===== config.mk =====
export PLATFORM = sky130hd
export DESIGN_NAME = echo_dist_scan_flat
export DESIGN_NICKNAME = d
export VERILOG_FILES = /design/src/rtl/echo_dist_scan_if.sv /design/src/rtl/echo_dist_scan.sv /design/src/flat_wrapper.sv
export SDC_FILE = /design/constraint.sdc
export NUM_CORES = 1
export LEC_CHECK = 0
export ABC_AREA = 1
export CORE_UTILIZATION = 52
export CTS_CLUSTER_DIAMETER = 80
export CTS_CLUSTER_SIZE = 30
export DETAILED_ROUTE_END_ITERATION = 6
export PLACE_DENSITY = 0.76
export SLEW_MARGIN = 20
export SYNTH_ARGS = -nofsm -noshare
export SYNTH_HDL_FRONTEND = slang
export SYNTH_SLANG_ARGS = --single-unit

===== constraint.sdc =====
create_clock -name clk_in -period 2.77 [get_ports clk_in]
set_clock_uncertainty 0.1 [all_clocks]
set_input_delay 0.277 -clock clk_in [delete_from_list [all_inputs] [get_ports clk_in]]
set_output_delay 0.277 -clock clk_in [all_outputs]
set_load 0.005 [all_outputs]

===== src/rtl/echo_dist_scan_if.sv =====
// Signal bundle for echo_dist_scan: raw echo lines in, trigger pulses and
// per-channel filtered BCD distances out. master = scanner, slave = sensors/consumers.
interface echo_dist_scan_if #(
    parameter int NCH    = 2,
    parameter int DIGITS = 4
);
    localparam int CHW = (NCH > 1) ? $clog2(NCH) : 1;

    logic [NCH-1:0]          echo_in;
    logic [NCH-1:0]          trig_out;
    logic [NCH*4*DIGITS-1:0] dist_bcd;
    logic                    dist_valid;
    logic [CHW-1:0]          dist_ch;
    logic [NCH-1:0]          dist_timeout;

    modport master (
        input  echo_in,
        output trig_out, dist_bcd, dist_valid, dist_ch, dist_timeout
    );

    modport slave (
        output echo_in,
        input  trig_out, dist_bcd, dist_valid, dist_ch, dist_timeout
    );
endinterface


===== src/rtl/echo_dist_scan.sv =====
// Round-robin ultrasonic range scanner: trigger, echo timing with a saturating BCD
// counter, per-channel absolute-difference hysteresis (enabled by ECHO_DIST_HYST_EN).
module echo_dist_scan #(
    parameter int NCH         = 2,
    parameter int DIGITS      = 4,
    parameter int TICK_DIV    = 1,
    parameter int TRIG_CYCLES = 1000,
    parameter int WAIT_CYCLES = 3000000,
    parameter int GAP_CYCLES  = 6000000,
    parameter int HYST        = 3
) (
    input  logic             clk_in,
    input  logic             rst_n,
    echo_dist_scan_if.master bus
);
    localparam int CHW     = (NCH > 1) ? $clog2(NCH) : 1;
    localparam int DW      = 4 * DIGITS;
    localparam int BIN_MAX = 10**DIGITS - 1;
    localparam int BW      = $clog2(BIN_MAX + 1);
    localparam int TW_MAX  = (TRIG_CYCLES > WAIT_CYCLES) ? TRIG_CYCLES : WAIT_CYCLES;
    localparam int CNT_MAX = (TW_MAX > GAP_CYCLES) ? TW_MAX : GAP_CYCLES;
    localparam int CW      = $clog2(CNT_MAX + 1);
    localparam int PW      = (TICK_DIV > 1) ? $clog2(TICK_DIV) : 1;
    localparam logic [DW-1:0] ALL9 = {DIGITS{4'h9}};
`ifdef ECHO_DIST_HYST_EN
    localparam bit HYST_ON = 1'b1;
`else
    localparam bit HYST_ON = 1'b0;
`endif
    // A negative threshold lets every non-timeout reading through.
    localparam int HYST_EFF = HYST_ON ? HYST : -1;

    typedef enum logic [2:0] {
        S_IDLE, S_TRIG, S_WAIT, S_MEAS, S_UPD, S_GAP
    } state_t;

    state_t                   state_q, state_d;
    logic [CHW-1:0]           ch_q, ch_d;
    logic [CW-1:0]            cnt_q, cnt_d;
    logic [PW-1:0]            presc_q, presc_d;
    logic [DW-1:0]            bcd_q, bcd_d;
    logic [BW-1:0]            bin_q, bin_d;
    logic                     sat_q, sat_d;
    logic [NCH-1:0]           sync1_q, es_q;
    logic [NCH-1:0]           trig_q, trig_d;
    logic [NCH-1:0][DW-1:0]   dist_q, dist_d;
    logic [NCH-1:0][BW-1:0]   stored_q, stored_d;
    logic                     valid_q, valid_d;
    logic [CHW-1:0]           dist_ch_q, dist_ch_d;
    logic [NCH-1:0]           tmo_q, tmo_d;

    logic                     es_sel, count_en, upd_go, upd_timeout, sat_base;
    logic [PW-1:0]            presc_base;
    logic [DW-1:0]            bcd_base;
    logic [BW-1:0]            bin_base, stored_sel, diff;

    function automatic logic [DW-1:0] bcd_inc(input logic [DW-1:0] v);
        logic [DW-1:0] r;
        logic          carry;
        r     = v;
        carry = 1'b1;
        for (int i = 0; i < DIGITS; i++) begin
            if (carry) begin
                if (v[i*4 +: 4] == 4'd9) begin
                    r[i*4 +: 4] = 4'd0;
                end else begin
                    r[i*4 +: 4] = v[i*4 +: 4] + 4'd1;
                    carry       = 1'b0;
                end
            end
        end
        return r;
    endfunction

    always_comb begin
        state_d     = state_q;
        ch_d        = ch_q;
        cnt_d       = cnt_q;
        presc_d     = presc_q;
        bcd_d       = bcd_q;
        bin_d       = bin_q;
        sat_d       = sat_q;
        trig_d      = '0;
        dist_d      = dist_q;
        stored_d    = stored_q;
        valid_d     = 1'b0;
        dist_ch_d   = dist_ch_q;
        tmo_d       = tmo_q;
        count_en    = 1'b0;
        upd_go      = 1'b0;
        upd_timeout = 1'b0;
        presc_base  = presc_q;
        bcd_base    = bcd_q;
        bin_base    = bin_q;
        sat_base    = sat_q;
        es_sel      = es_q[ch_q];
        stored_sel  = stored_q[ch_q];
        diff        = (bin_q >= stored_sel) ? (bin_q - stored_sel) : (stored_sel - bin_q);

        case (state_q)
            S_IDLE: begin
                state_d = S_TRIG;
                ch_d    = '0;
                cnt_d   = '0;
            end
            S_TRIG: begin
                if (cnt_q == CW'(TRIG_CYCLES - 1)) begin
                    state_d = S_WAIT;
                    cnt_d   = '0;
                end else begin
                    cnt_d = cnt_q + CW'(1);
                end
            end
            S_WAIT: begin
                // The cycle that sees the rise is itself the first counted cycle.
                if (es_sel) begin
                    state_d    = S_MEAS;
                    cnt_d      = '0;
                    count_en   = 1'b1;
                    presc_base = '0;
                    bcd_base   = '0;
                    bin_base   = '0;
                    sat_base   = 1'b0;
                end else if (cnt_q == CW'(WAIT_CYCLES - 1)) begin
                    state_d     = S_UPD;
                    cnt_d       = '0;
                    upd_go      = 1'b1;
                    upd_timeout = 1'b1;
                end else begin
                    cnt_d = cnt_q + CW'(1);
                end
            end
            S_MEAS: begin
                if (!es_sel) begin
                    state_d = S_UPD;
                    upd_go  = 1'b1;
                end else begin
                    count_en = 1'b1;
                end
            end
            S_UPD: begin
                state_d = S_GAP;
                cnt_d   = '0;
            end
            S_GAP: begin
                if (cnt_q == CW'(GAP_CYCLES - 1)) begin
                    state_d = S_TRIG;
                    cnt_d   = '0;
                    ch_d    = (ch_q == CHW'(NCH - 1)) ? '0 : ch_q + CHW'(1);
                end else begin
                    cnt_d = cnt_q + CW'(1);
                end
            end
            default: state_d = S_IDLE;
        endcase

        if (count_en) begin
            bcd_d   = bcd_base;
            bin_d   = bin_base;
            sat_d   = sat_base;
            presc_d = presc_base + PW'(1);
            if (presc_base == PW'(TICK_DIV - 1)) begin
                presc_d = '0;
                if (bcd_base != ALL9) begin
                    bcd_d = bcd_inc(bcd_base);
                    bin_d = bin_base + BW'(1);
                end
                sat_d = (bcd_d == ALL9);
            end
        end

        // Results land on the edge that enters UPDATE, together with dist_valid.
        if (upd_go) begin
            valid_d   = 1'b1;
            dist_ch_d = ch_q;
            if (upd_timeout) begin
                tmo_d[ch_q] = 1'b1;
            end else if (sat_q) begin
                tmo_d[ch_q]    = 1'b1;
                dist_d[ch_q]   = ALL9;
                stored_d[ch_q] = BW'(BIN_MAX);
            end else begin
                tmo_d[ch_q] = 1'b0;
                if (int'(diff) > HYST_EFF) begin
                    dist_d[ch_q]   = bcd_q;
                    stored_d[ch_q] = bin_q;
                end
            end
        end

        if (state_d == S_TRIG) begin
            trig_d[ch_d] = 1'b1;
        end
    end

    always_ff @(posedge clk_in or negedge rst_n) begin
        if (!rst_n) begin
            state_q   <= S_IDLE;
            ch_q      <= '0;
            cnt_q     <= '0;
            presc_q   <= '0;
            bcd_q     <= '0;
            bin_q     <= '0;
            sat_q     <= 1'b0;
            sync1_q   <= '0;
            es_q      <= '0;
            trig_q    <= '0;
            dist_q    <= '0;
            stored_q  <= '0;
            valid_q   <= 1'b0;
            dist_ch_q <= '0;
            tmo_q     <= '0;
        end else begin
            state_q   <= state_d;
            ch_q      <= ch_d;
            cnt_q     <= cnt_d;
            presc_q   <= presc_d;
            bcd_q     <= bcd_d;
            bin_q     <= bin_d;
            sat_q     <= sat_d;
            sync1_q   <= bus.echo_in;
            es_q      <= sync1_q;
            trig_q    <= trig_d;
            dist_q    <= dist_d;
            stored_q  <= stored_d;
            valid_q   <= valid_d;
            dist_ch_q <= dist_ch_d;
            tmo_q     <= tmo_d;
        end
    end

    generate
        for (genvar gi = 0; gi < NCH; gi++) begin : g_dist
            assign bus.dist_bcd[gi*DW +: DW] = dist_q[gi];
        end
    endgenerate

    assign bus.trig_out     = trig_q;
    assign bus.dist_valid   = valid_q;
    assign bus.dist_ch      = dist_ch_q;
    assign bus.dist_timeout = tmo_q;
endmodule


===== src/flat_wrapper.sv =====
// flat-port wrapper written by rule: the top's interface ports become plain ports
module echo_dist_scan_flat 
#(
    parameter int NCH         = 2,
    parameter int DIGITS      = 4,
    parameter int TICK_DIV    = 1,
    parameter int TRIG_CYCLES = 1000,
    parameter int WAIT_CYCLES = 3000000,
    parameter int GAP_CYCLES  = 6000000,
    parameter int HYST        = 3
)
  (clk_in, rst_n, bus_echo_in, bus_trig_out, bus_dist_bcd, bus_dist_valid, bus_dist_ch, bus_dist_timeout);
  echo_dist_scan_if #(.NCH(NCH), .DIGITS(DIGITS)) bus_i ();
  input  logic clk_in;
  input  logic rst_n;
  input wire logic [$bits(bus_i.echo_in)-1:0] bus_echo_in;
  output wire logic [$bits(bus_i.trig_out)-1:0] bus_trig_out;
  output wire logic [$bits(bus_i.dist_bcd)-1:0] bus_dist_bcd;
  output wire logic [$bits(bus_i.dist_valid)-1:0] bus_dist_valid;
  output wire logic [$bits(bus_i.dist_ch)-1:0] bus_dist_ch;
  output wire logic [$bits(bus_i.dist_timeout)-1:0] bus_dist_timeout;
  assign bus_i.echo_in = bus_echo_in;
  assign bus_trig_out = bus_i.trig_out;
  assign bus_dist_bcd = bus_i.dist_bcd;
  assign bus_dist_valid = bus_i.dist_valid;
  assign bus_dist_ch = bus_i.dist_ch;
  assign bus_dist_timeout = bus_i.dist_timeout;
  echo_dist_scan #(.NCH(NCH), .DIGITS(DIGITS), .TICK_DIV(TICK_DIV), .TRIG_CYCLES(TRIG_CYCLES), .WAIT_CYCLES(WAIT_CYCLES), .GAP_CYCLES(GAP_CYCLES), .HYST(HYST)) u_core (.clk_in(clk_in), .rst_n(rst_n), .bus(bus_i));
endmodule

==> flow_summary.json <==
{
  "r2r-start": "u_core.state_q[2]$_DFF_PN0_",
  "critical_path_class": "reg2reg",
  "hold_depth": 0,
  "die_x_um": 96.74,
  "die_h_um": 96.74,
  "final.min_clock_period_ns": 2.555,
  "worst_slack_ns": 0.2155,
  "nets": 650,
  "ir_drop_mv": 0.2700,
  "fin_util": 0.6270,
  "max-slew-margin-rel": 0.4985,
  "p_per_area_nw_per_um2": 397.6,
  "critPathLaunchType": "flop",
  "wl_per_cell_um": 15.56,
  "diodes": 0,
  "antenna_found_initial": 0,
  "ys_types": 39,
  "coreArea_sq_um": 8721,
  "synth_edf_count": 0,
  "yosys-top-cells-count": "125 x nand2_1, 91 x o21ai_0, 86 x dfrtp_1",
  "via_count": 4256,
  "ys_ff_latch": 86,
  "drt-total-wl_um": 11760,
  "setup_violations": 0,
  "grt_pass1_wl_um": 19410,
  "leakage_nw": 2.627,
  "fin_cells": 756,
  "numCtsBuffers": 9,
  "dp.cells": 733,
  "synthTopCellsByArea": "dfrtp_1 46%, nand2_1 10%, o21ai_0 9.8%",
  "reg2reg_to": "u_core.sat_q$_DFFE_PN0P_",
  "worstPathMaxFanout": 8,
  "crit_start": "u_core.state_q[2]$_DFF_PN0_",
  "hold_viol_final": 0,
  "antenna_left": 0,
  "drtIter0Drc": 307,
  "syn-cell-area_sq_um": 4667,
  "reg2reg_depth": 19,
  "fill_cells": 743,
  "setup.worst_path.end_class": "flop",
  "grt_max_degree": 87,
  "tns_ns": 0,
  "hpwlAfterDp_um": 8377,
  "tightestPinTransition_ns": 0.7522,
  "place_ws_ns": 0.04937,
  "drc": 0,
  "place_congestion": 0.8917,
  "min-delay-start": "u_core.sync1_q[1]$_DFF_PN0_",
  "cts_tree": "built",
  "synthFlopType": "dfrtp_1",
  "root_buffer": "clkbuf_8",
  "drive_gt1_frac": 0.1157,
  "worstSkewPairLatency_ns": 0.35,
  "cts.sinks": 86,
  "drt_pass1_iterations": 5,
  "path_clk_slew_ns": 0.09,
  "hp-class": "reg2reg",
  "synth-async-reset-ratio": 1.000,
  "area_growth_pct": 17.16,
  "fmax_mhz": 391.5,
  "yosys_warnings": 0,
  "status": "finished clean",
  "finalMaxSlewViolations": 0,
  "start_util": 0.5352,
  "die-area_sq_um": 9358,
  "crit_arrival_ns": 2.75,
  "h-tree-depth": 3,
  "synth.net_count": 598,
  "ys_seq_area_frac": 0.4611,
  "max-cap-violations": 0,
  "synthCells": 591,
  "synth.avg_cell_area_sq_um": 7.897,
  "grt_pass1_vias": 3960,
  "fp-row-count": 34,
  "track_usage": 0.2579,
  "synthMostInstantiatedCell": "nand2_1",
  "avgViaCountPerCell": 5.630,
  "finalCritPeriodShare": 0.9222,
  "reg2reg_slack_ns": 0.22,
  "clock_path_buffers": 2,
  "io_buffers": 41,
  "synth_top_area_share": 0.4611,
  "min_to": "u_core.es_q[1]$_DFF_PN0_",
  "gr-total-overflow": 0,
  "ios": 42,
  "required_ns": 2.97,
  "synth_top_area_cell": "dfrtp_1"
}
cell type report:
cell class,count,area (sq um),area share
multi-input cells,419,2187,0.4000
flip-flops and latches,86,2152,0.3936
repair buffers,59,549.3,0.1005
inverters,68,255.2,0.04668
well taps,108,135.1,0.02471
clock buffers,11,131.4,0.02403
clock inverters,5,57.56,0.01053
worst max-delay path: stages (launching register included):
cell	delay, ns
dfrtp_1	0.43
inv_2	0.09
nand2_4	0.07
nor2_8	0.16
nand2_8	0.05
inv_2	0.08
nor2_1	0.06
inv_1	0.08
ha_1	0.14
inv_1	0.05
nor2_2	0.12
nand3_4	0.15
nor2_4	0.18
nand2_4	0.10
nor2_4	0.12
xor2_2	0.16
nand2_1	0.10
nor2_2	0.12
nand4_1	0.09
nand2_1	0.07
state kept, by name, summed over array words and instances (netlist names), 2 cells and up, named ones only:
signal and count:
u_core.state_q 3, u_core.bus.dist_bcd 32, u_core.sync1_q 2, u_core.bus.trig_out 2, u_core.es_q 2, u_core.cnt_q 23, u_core.bcd_q 16
cells in the final DEF (no fill, tap or decap), drive strengths merged, types with 2 or more instances in the layout:
cell type | synthesis | routed
nand2 | 137 | 137
o21ai | 93 | 93
dfrtp | 86 | 86
inv | 68 | 69
nor2 | 58 | 58
clkdlybuf4s50 | 0 | 40
nand3 | 38 | 38
nor3 | 20 | 20
buf | 7 | 18
a21oi | 17 | 17
nand4 | 15 | 15
clkbuf | 11 | 11
xor2 | 10 | 10
nor4 | 8 | 8
a31oi | 7 | 7
o211ai | 4 | 4
ha | 3 | 3
clkinv | 0 | 3
xnor2 | 2 | 2
how the worst max path moves through the flow:
stage                                          end  slack, ns
after CTS                 u_core.sat_q$_DFFE_PN0P_       0.03
after floorplan           u_core.sat_q$_DFFE_PN0P_       0.12
after global routing      u_core.sat_q$_DFFE_PN0P_      -0.03
after detailed placement  u_core.sat_q$_DFFE_PN0P_       0.05
final                     u_core.sat_q$_DFFE_PN0P_       0.22
after global placement    u_core.sat_q$_DFFE_PN0P_       0.16
power breakdown:
group	switching [mW]	internal [mW]
Sequential	0.000979	1.26
Clock	0.463	0.420
Combinational	0.0267	0.00547
Total	0.491	1.68
per-layer routing:
layer | track usage | vias up | routed length, um
met4 | 0.08611 | 0 | 216
met3 | 0.03829 | 20 | 610
met2 | 0.3900 | 142 | 5266
met5 | 0 | - | 0
li1 | - | 2065 | -
met1 | 0.3808 | 2029 | 5670
through the flow:
| stage | hold slack [ns] | instance area (sq um) | total power [mW] |
|---|---|---|---|
| after floorplan | -0.1186 | 4667 | 1.287 |
| after global placement | 0.2321 | 5192 | 1.315 |
| after detailed placement | 0.2373 | 5192 | 1.316 |
| after CTS | 0.04181 | 5381 | 2.187 |
| after global routing | 0.2530 | 5468 | 2.260 |
| final | 0.2554 | 5468 | 2.174 |
logic make-up (layout without fill, tap and decap cells):
logic type	count (synthesis)	in the layout	synth area share
xor gates and xnor gates	12	12	0.02252
DFF	86	86	0.4611
adders and majority gates	3	3	0.008044
buffers and inverters	86	143	0.07614
AOI/OAI and AO/OA	125	125	0.1410
and+or+nand+nor	279	279	0.2912
timing repair:
action                     4_1_cts  5_1_grt
setup buffers                    0        6
resized for setup                0        8
setup endpoints to repair        0        6
hold buffers                     0        1
hold endpoints to repair         0       86
Power figures use the tool's default switching activity.
